[src/rtl/mempool_dma_chunk_splitter.sv]
// mempool_dma_chunk_splitter: splits a DMA transfer at ChunkBytes-aligned dst boundaries and routes sub-requests to interleaved backends.
// Optional statistics counters enabled by defining MEMPOOL_DMA_SPLIT_STATS_EN.
module mempool_dma_chunk_splitter #(
  parameter int unsigned AddrWidth      = 32,
  parameter int unsigned LenWidth       = 32,
  parameter int unsigned MetaWidth      = 8,
  parameter int unsigned ChunkBytes     = 1024,
  parameter int unsigned NumBackends    = 4,
  parameter int unsigned MaxOutstanding = 8
) (
  input  logic                          clk_i,
  input  logic                          rst_ni,
  input  logic                          req_valid_i,
  output logic                          req_ready_o,
  input  logic [AddrWidth-1:0]          req_src_i,
  input  logic [AddrWidth-1:0]          req_dst_i,
  input  logic [LenWidth-1:0]           req_len_i,
  input  logic [MetaWidth-1:0]          req_meta_i,
  output logic [NumBackends-1:0]        out_valid_o,
  input  logic [NumBackends-1:0]        out_ready_i,
  output logic [AddrWidth-1:0]          out_src_o,
  output logic [AddrWidth-1:0]          out_dst_o,
  output logic [$clog2(ChunkBytes):0]   out_len_o,
  output logic [MetaWidth-1:0]          out_meta_o,
  input  logic [NumBackends-1:0]        done_i,
  input  logic [NumBackends-1:0]        backend_idle_i,
  output logic                          backend_idle_o,
  output logic                          trans_complete_o,
  output logic [31:0]                   stat_chunks_o,
  output logic [31:0]                   stat_stalls_o
);
  localparam int unsigned CW = $clog2(ChunkBytes);
  localparam int unsigned SW = NumBackends > 1 ? $clog2(NumBackends) : 1;
  localparam int unsigned OW = $clog2(MaxOutstanding + 1);
  localparam int unsigned PW = $clog2(NumBackends + 1);
  localparam logic [CW:0] CB = (CW+1)'(ChunkBytes);
  typedef enum logic {IDLE, SPLIT} state_e;
  state_e               state_q, state_d;
  logic [AddrWidth-1:0] src_q, src_d, dst_q, dst_d;
  logic [LenWidth-1:0]  rem_q, rem_d;
  logic [MetaWidth-1:0] meta_q, meta_d;
  logic [OW-1:0]        outst_q, outst_d, dec;
  logic                 pending_q, pending_d, idle_q;
  logic [CW:0]          room, chunk;
  logic [SW-1:0]        sel;
  logic [PW-1:0]        done_cnt;
  logic                 accept, issue;
  if (NumBackends > 1) begin : g_sel
    assign sel = dst_q[CW +: SW];
  end else begin : g_nosel
    assign sel = '0;
  end
  assign room        = CB - {1'b0, dst_q[CW-1:0]};
  assign chunk       = (rem_q < LenWidth'(room)) ? rem_q[CW:0] : room;
  assign req_ready_o = state_q == IDLE;
  assign accept      = req_valid_i & req_ready_o;
  assign out_valid_o = (state_q == SPLIT && 32'(outst_q) < MaxOutstanding) ? NumBackends'(1) << sel : '0;
  assign issue       = |(out_valid_o & out_ready_i);
  assign out_src_o   = src_q;
  assign out_dst_o   = dst_q;
  assign out_len_o   = chunk;
  assign out_meta_o  = meta_q;
  assign backend_idle_o = idle_q;
  always_comb begin
    done_cnt = '0;
    for (int i = 0; i < NumBackends; i++) done_cnt += PW'(done_i[i]);
  end
  // completions beyond what is outstanding are spurious and dropped
  assign dec = (32'(done_cnt) > 32'(outst_q)) ? outst_q : OW'(done_cnt);
  assign outst_d = outst_q + OW'(issue) - dec;
  assign trans_complete_o = pending_q && state_q == IDLE && outst_d == '0;
  assign pending_d = accept | (pending_q & ~trans_complete_o);
  always_comb begin
    state_d = state_q;
    src_d   = src_q;
    dst_d   = dst_q;
    rem_d   = rem_q;
    meta_d  = meta_q;
    if (accept) begin
      src_d   = req_src_i;
      dst_d   = req_dst_i;
      rem_d   = req_len_i;
      meta_d  = req_meta_i;
      state_d = |req_len_i ? SPLIT : IDLE;
    end
    if (issue) begin
      src_d   = src_q + AddrWidth'(chunk);
      dst_d   = dst_q + AddrWidth'(chunk);
      rem_d   = rem_q - LenWidth'(chunk);
      state_d = rem_q == LenWidth'(chunk) ? IDLE : SPLIT;
    end
  end
  always_ff @(posedge clk_i or negedge rst_ni) begin
    if (!rst_ni) begin
      state_q   <= IDLE;
      src_q     <= '0;
      dst_q     <= '0;
      rem_q     <= '0;
      meta_q    <= '0;
      outst_q   <= '0;
      pending_q <= 1'b0;
      idle_q    <= 1'b0;
    end else begin
      state_q   <= state_d;
      src_q     <= src_d;
      dst_q     <= dst_d;
      rem_q     <= rem_d;
      meta_q    <= meta_d;
      outst_q   <= outst_d;
      pending_q <= pending_d;
      idle_q    <= state_q == IDLE && !pending_q && outst_q == '0 && &backend_idle_i;
    end
  end
`ifdef MEMPOOL_DMA_SPLIT_STATS_EN
  logic [31:0] chunks_q, stalls_q;
  always_ff @(posedge clk_i or negedge rst_ni) begin
    if (!rst_ni) begin
      chunks_q <= '0;
      stalls_q <= '0;
    end else begin
      chunks_q <= chunks_q + 32'(issue);
      stalls_q <= stalls_q + 32'(state_q == SPLIT && !issue);
    end
  end
  assign stat_chunks_o = chunks_q;
  assign stat_stalls_o = stalls_q;
`else
  assign stat_chunks_o = '0;
  assign stat_stalls_o = '0;
`endif
`ifndef SYNTHESIS
  assert property (@(posedge clk_i) disable iff (!rst_ni) !((|done_i) && outst_q == '0));
`endif
endmodule
[config.mk]
export PLATFORM = sky130hd
export DESIGN_NAME = mempool_dma_chunk_splitter
export DESIGN_NICKNAME = d
export VERILOG_FILES = /design/src/rtl/mempool_dma_chunk_splitter.sv
export SDC_FILE = /design/constraint.sdc
export NUM_CORES = 1
export LEC_CHECK = 0
export ABC_AREA = 1
export BUFFER_PORTS_ARGS = -buffer_cell sky130_fd_sc_hd__buf_4
export CAP_MARGIN = 20
export CORE_ASPECT_RATIO = 0.9
export CORE_UTILIZATION = 30
export CTS_CLUSTER_DIAMETER = 100
export DETAILED_ROUTE_END_ITERATION = 7
export PLACE_DENSITY = 0.6
export SLEW_MARGIN = 20
export SYNTH_ARGS = -nofsm -noshare
export SYNTH_HDL_FRONTEND = slang
export SYNTH_SLANG_ARGS = --single-unit
[constraint.sdc]
create_clock -name clk_i -period 5.87 [get_ports clk_i]
set_input_delay 0.8805 -clock clk_i [delete_from_list [all_inputs] [get_ports clk_i]]
set_output_delay 0.8805 -clock clk_i [all_outputs]
set_load 0.01 [all_outputs]
==> results of run 1 <==
==> cell type report <==
type | count | share of cell area (%)
multi-input combinational | 1344 | 51.48
sequential | 111 | 21.76
timing repair buffer | 216 | 12.70
tap | 469 | 4.597
clock buffer | 11 | 1.901
clock inverter | 5 | 0.6371
inverter | 235 | 6.920
==> layout by cell type (no fill, tap or decap), types with 4 or more instances in the layout <==
master / netlist / layout
nand2_1: 596 / 595
inv_1: 221 / 221
buf_4: 68 / 216
nand3_1: 185 / 185
nor2_1: 168 / 167
dfrtp_1: 111 / 111
conb_1: 1 / 64
ha_1: 55 / 55
a21oi_1: 41 / 41
o21ai_0: 37 / 37
nand4_1: 34 / 34
nor3_1: 30 / 30
xor2_1: 17 / 17
o21ai_1: 14 / 14
xnor2_1: 14 / 14
inv_2: 13 / 13
o211ai_1: 13 / 13
nand2_2: 12 / 12
o22ai_1: 11 / 11
clkbuf_16: 0 / 9
nand3b_1: 8 / 8
o21ai_2: 7 / 7
nor4_1: 6 / 6
a22oi_1: 5 / 5
fa_1: 5 / 5
nor2_4: 3 / 4
or2_2: 4 / 4
==> layer usage <==
layer | vias up | global-route usage, % | part of all wire [%]
li1 | 5752 | - | -
met1 | 5254 | 28.69 | 48
met2 | 295 | 34.35 | 45
met3 | 34 | 4.113 | 5.1
met4 | 0 | 4.977 | 1.4
met5 | - | 0 | 0
==> how the worst max path moves through the flow <==
stage | startpoint | endpoint | cells after the start
after floorplan | done_i[0] | trans_complete_o | 20
after global placement | done_i[0] | trans_complete_o | 22
after detailed placement | done_i[0] | trans_complete_o | 22
after CTS | done_i[0] | trans_complete_o | 22
after global routing | done_i[0] | trans_complete_o | 22
final | done_i[0] | trans_complete_o | 22
==> sequential cells by signal, indices dropped and copies added (netlist names) <==
register and count:
out_dst_o 32, out_src_o 32, rem_q 32, out_meta_o 8, outst_q 4, backend_idle_o 1, pending_q 1, state_q 1
==> power by group <==
| part | switching (mW) | total (mW) | internal [mW] |
|---|---|---|---|
| Clock | 0.335 | 0.722 | 0.387 |
| Combinational | 3.42 | 5.36 | 1.94 |
| Sequential | 0.477 | 1.58 | 1.11 |
| Total | 4.23 | 7.67 | 3.44 |
==> worst max-delay path, cell delays in order <==
cell and delay (ns):
buf_4 0.11, fa_1 0.47, ha_1 0.19, ha_1 0.30, ha_1 0.31, inv_1 0.04, o21bai_1 0.13, a21oi_1 0.08
nor2_1 0.10, nand2_1 0.15, nor2_1 0.13, a21oi_1 0.07, ha_1 0.30, inv_1 0.06, ha_1 0.13, inv_1 0.05
fa_1 0.47, inv_1 0.05, nor3_1 0.17, nand2_1 0.07, nor3_1 0.25, buf_4 0.18
==> metrics by stage <==
stage	utilization (%)	power, mW	hold slack (ns)	cells	instance area, um^2
floorplan	-	5.253	0.4637	1794	10910
global placement	35.50	6.897	0.4585	2375	12440
detailed placement	35.50	6.962	0.4638	2375	12440
CTS	36.42	7.717	0.4864	2391	12770
global route	36.42	8.498	0.5138	2391	12770
finish	36.42	7.669	0.4813	2391	12770
==> cell families (layout without fill, tap and decap cells) <==
| kind of cell | count (synthesis) | count (layout) | synth area share (%) |
|---|---|---|---|
| xor gates and xnor gates | 31 | 31 | 2.544 |
| buffers and inverters | 339 | 467 | 14.76 |
| DFF | 111 | 111 | 26.02 |
| adders and majority gates | 60 | 60 | 7.385 |
| other | 1 | 64 | 0.03513 |
| AOI/OAI and AO/OA | 137 | 137 | 7.619 |
| and+or+nand+nor | 1052 | 1052 | 41.64 |
==> results.yml, run 1 <==
logic_synthesis:
  ys_types: 42
  synth_cells: 1731
  netlist_area_um2: 10670
  yosysSeqAreaShare_pct: 26.02
  ys_ff_latch: 111
  avgSynthCellArea_um2: 6.166
  yosys_warnings: 0
  synth_commonest_cells: "nand2_1, inv_1, nand3_1"
  synth_top_cell_by_area: "dfrtp_1"
  ys_async_sr_fraction_pct: 100.0
  synth_edf_count: 0
  synth_area_leaders: "dfrtp_1, nand2_1, nand3_1"
  synth.most_common_cell: "nand2_1"
  synth.top_cell.area_share_pct: 26.02
  synthFlopType: "dfrtp_1"
clock_network:
  post_cts_resize_count: 0
  insertion_delay_ns: 0.38
  postCtsHoldBufs: 0
  clockBufferDepth: 2
  path_clk_slew_ns: 0.08
  clock_sinks: 111
  post_cts_buffers: 0
  root_buffer: "clkbuf_16"
  htree_levels: 3
  cts_tree: "built"
  cts_inserted_buffers: 9
routing:
  drtIter0Drc: 619
  drt-total-wl_um: 37900
  drtAntennaViolNets: 0
  wire_per_inst_um: 15.85
  drt-pass1-iter-count: 5
  drc_errors: 0
  vias: 11335
  viasPerCell: 4.741
setup_path:
  startpoint_type: "input port"
  reg2reg_setup_slack_ns: 0.58
  cp.required_ns: 4.99
  crit_fanout: 6
  timing.rr.end: "rem_q[20]"
  cp.arrival_ns: 4.70
  rr_worst_depth: 27
  worst_setup_path_end_kind: "output pin"
  worstReg2RegStart: "out_dst_o[0]"
  critical_path_class: "input port to output pin"
die:
  rows: 65
  core_um2: 35050
  die_h_um: 180.9
  io-pin-count: 273
  start_util_pct: 30.45
  dieArea_um2: 36340
  die_w_um: 200.8
sta:
  skew_ns: 0.005609
  hold_viol_final: 0
  fin_crit_sh_pct: 95.06
  fin_tns_setup_ns: 0
  setup_violations: 0
  fin_crit_ns: 5.580
  rsz0062_at_grt: "false"
  worstMarginPinSlew_ns: 1.019
  setup_ws_ns: 0.2902
  fmax_ghz: 0.1792
  max_slew_margin_pct: 32.07
  slew_viol_final: 0
status:
  status: "complete, no violations"
power:
  leakage_nw: 6.756
  power_density_nw_per_um2: 600.8
  ir_drop_mv: 0.2026
layout:
  drive_above_1_share_pct: 14.62
  syn2layout_area_growth_pct: 19.60
  num-fill-cells: 3884
  fin_nets: 2096
  seq_area_um2: 2778
  diodes: 0
  multiInputGateArea_um2: 6573
placement:
  io_buffer_count: 208
  dp_slack_ns: 0.3704
  dp_hpwl_um: 29530
  gp_congestion: 0.9011
global_route:
  grt_pass1_wl_um: 60450
  grt_max_degree: 77
  gr-total-overflow: 0
  antenna_found_initial: 0
  track_usage_pct: 21.12
  grt_pass1_vias: 11012
job:
  cap_violations: 0
worst_hold_path:
  hp-start: "out_meta_o[5]"
  holdPathStages: 2
  min_to: "out_meta_o[5]"
  hold_class: "flip-flop to flip-flop"
Power figures use the tool's default switching activity.
==> run 2, diff against run 1 <==
--- a/config.mk
+++ b/config.mk
@@ -13,6 +13,7 @@
 export CTS_CLUSTER_DIAMETER = 100
 export DETAILED_ROUTE_END_ITERATION = 7
 export PLACE_DENSITY = 0.6
+export REMOVE_ABC_BUFFERS = 1
 export SLEW_MARGIN = 20
 export SYNTH_ARGS = -nofsm -noshare
 export SYNTH_HDL_FRONTEND = slang
==> results.yml, run 2 (synthesis results as in run 1) <==
status:
  status: "complete, no violations"
clock_network:
  htree_levels: 3
  clock_sinks: 111
  cts_tree: "built"
  path_clk_slew_ns: 0.08
  postCtsHoldBufs: 0
  cts_inserted_buffers: 9
  insertion_delay_ns: 0.39
  root_buffer: "clkbuf_16"
  post_cts_buffers: 0
  post_cts_resize_count: 0
  clockBufferDepth: 2
global_route:
  antenna_found_initial: 0
  grt_max_degree: 77
  track_usage_pct: 20.41
  gr-total-overflow: 0
  grt_pass1_vias: 10788
  grt_pass1_wl_um: 58530
die:
  die_w_um: 200.8
  die_h_um: 180.9
  io-pin-count: 273
  core_um2: 35050
  start_util_pct: 30.45
  dieArea_um2: 36340
  rows: 65
layout:
  fin_nets: 2097
  diodes: 0
  design_area_um2: 12760
  instances_no_fill: 2392
  final_common_cell: "nand2_1"
  syn2layout_area_growth_pct: 19.52
  final_cell_mix: "nand2_1, inv_1, buf_4"
  drive_above_1_share_pct: 14.72
setup_path:
  cp.arrival_ns: 4.56
  cpMostUsedCell: "ha_1"
  reg2reg_setup_slack_ns: 0.56
  crit_fanout: 6
  worstReg2RegStart: "out_dst_o[0]"
  worst_setup_path_end_kind: "output pin"
  cpMaxStageDelayCell: "fa_1"
  startpoint_type: "input port"
  slowest_delay_ns: 0.48
  cp.required_ns: 4.99
  critical_path_class: "input port to output pin"
  worstPathCellList: "buf_4 > fa_1 > ha_1 > ha_1 > ha_1 > inv_1 > o21bai_1 > a21oi_1 > nor2_1 > nand2_1 > nor2_1 > a21oi_1 > ha_1 > inv_1 > ha_1 > inv_1 > fa_1 > inv_1 > nor3_1 > nand2_1 > nor3_1 > buf_4"
  crit_start: "done_i[0]"
routing:
  drc_errors: 0
  vias: 11367
  viasPerCell: 4.752
  drtIter0Drc: 774
  drt-pass1-iter-count: 6
  drtAntennaViolNets: 0
  wire_per_inst_um: 15.40
  drt-total-wl_um: 36840
placement:
  dp_hpwl_um: 28440
  placed_cells: 2376
  io_buffer_count: 208
  place_area_um2: 12450
  gp_congestion: 0.9016
sta:
  fmax_ghz: 0.1839
  max_slew_margin_pct: 36.16
  rsz0062_at_grt: "false"
  skew_ns: 0.01054
  slew_viol_final: 0
  fin_crit_sh_pct: 92.64
  fin_crit_ns: 5.438
  worstMarginPinSlew_ns: 0.9577
  worst_hold_slack_ns: 0.4456
  setup_violations: 0
  fin_tns_setup_ns: 0
  hold_viol_final: 0
worst_hold_path:
  hold_class: "input port to asynchronous set/reset pin"
power:
  power_density_nw_per_um2: 597.9
  ir_drop_mv: 0.2561
  leakage_nw: 6.754
job:
  cap_violations: 0
[run 2: report_power, final]
| part | leakage (nW) | total [mW] | internal, mW | switching [mW] |
|---|---|---|---|---|
| Clock | 0.149 | 0.694 | 0.346 | 0.347 |
| Sequential | 1.33 | 1.55 | 1.11 | 0.447 |
| Combinational | 5.28 | 5.38 | 1.95 | 3.43 |
| Total | 6.75 | 7.63 | 3.40 | 4.22 |
[run 2: final timing paths]
| check | cells after the start | endpoint |
|---|---|---|
| worst min-delay path | 1 | out_meta_o[7] |
| worst max-delay path | 22 | trans_complete_o |
| worst min register to register | 2 | out_meta_o[2] |
| min in group clk_i | 2 | out_meta_o[2] |
| max in group asynchronous | 2 | out_dst_o[18] |
| worst max register to register | 27 | out_dst_o[20] |
[run 2: through the flow]
| stage | utilization, % | worst slack (ns) | power (mW) |
|---|---|---|---|
| 6_report | 36.39 | 0.4317 | 7.628 |
| 5_1_grt | 36.39 | 0.07776 | 8.457 |
| 4_1_cts | 36.39 | 0.4126 | 7.674 |
| 3_5_place_dp | 35.52 | 0.4131 | 6.937 |
| 3_3_place_gp | 35.52 | 0.3987 | 6.856 |
| 2_1_floorplan | - | -0.1785 | 5.140 |
[run 2: final cells by class]
| cell class | count | area (um^2) |
|---|---|---|
| multi-input cells | 1344 | 6573 |
| well taps | 469 | 586.8 |
| repair buffers | 217 | 1629 |
| flip-flops and latches | 111 | 2778 |
| clock buffers | 10 | 239.0 |
| clock inverters | 6 | 68.82 |
| inverters | 235 | 883.3 |
| fillers | 3867 | 22300 |
[run 2: worst max-delay path, delay by kind of cell]
kind / cells / cell delay [ns]
and+or+nand+nor: 6 / 0.81
AOI/OAI and AO/OA: 3 / 0.23
buffers and inverters: 6 / 0.49
adders and majority gates: 7 / 2.15
[run 2: per-layer routing]
layer / up-vias / routed length [um] / track usage (%)
met5: - / 0 / 0
met4: 0 / 565 / 5.008
met3: 33 / 1889 / 3.427
met2: 321 / 16370 / 32.24
met1: 5263 / 18010 / 28.79
li1: 5750 / - / -
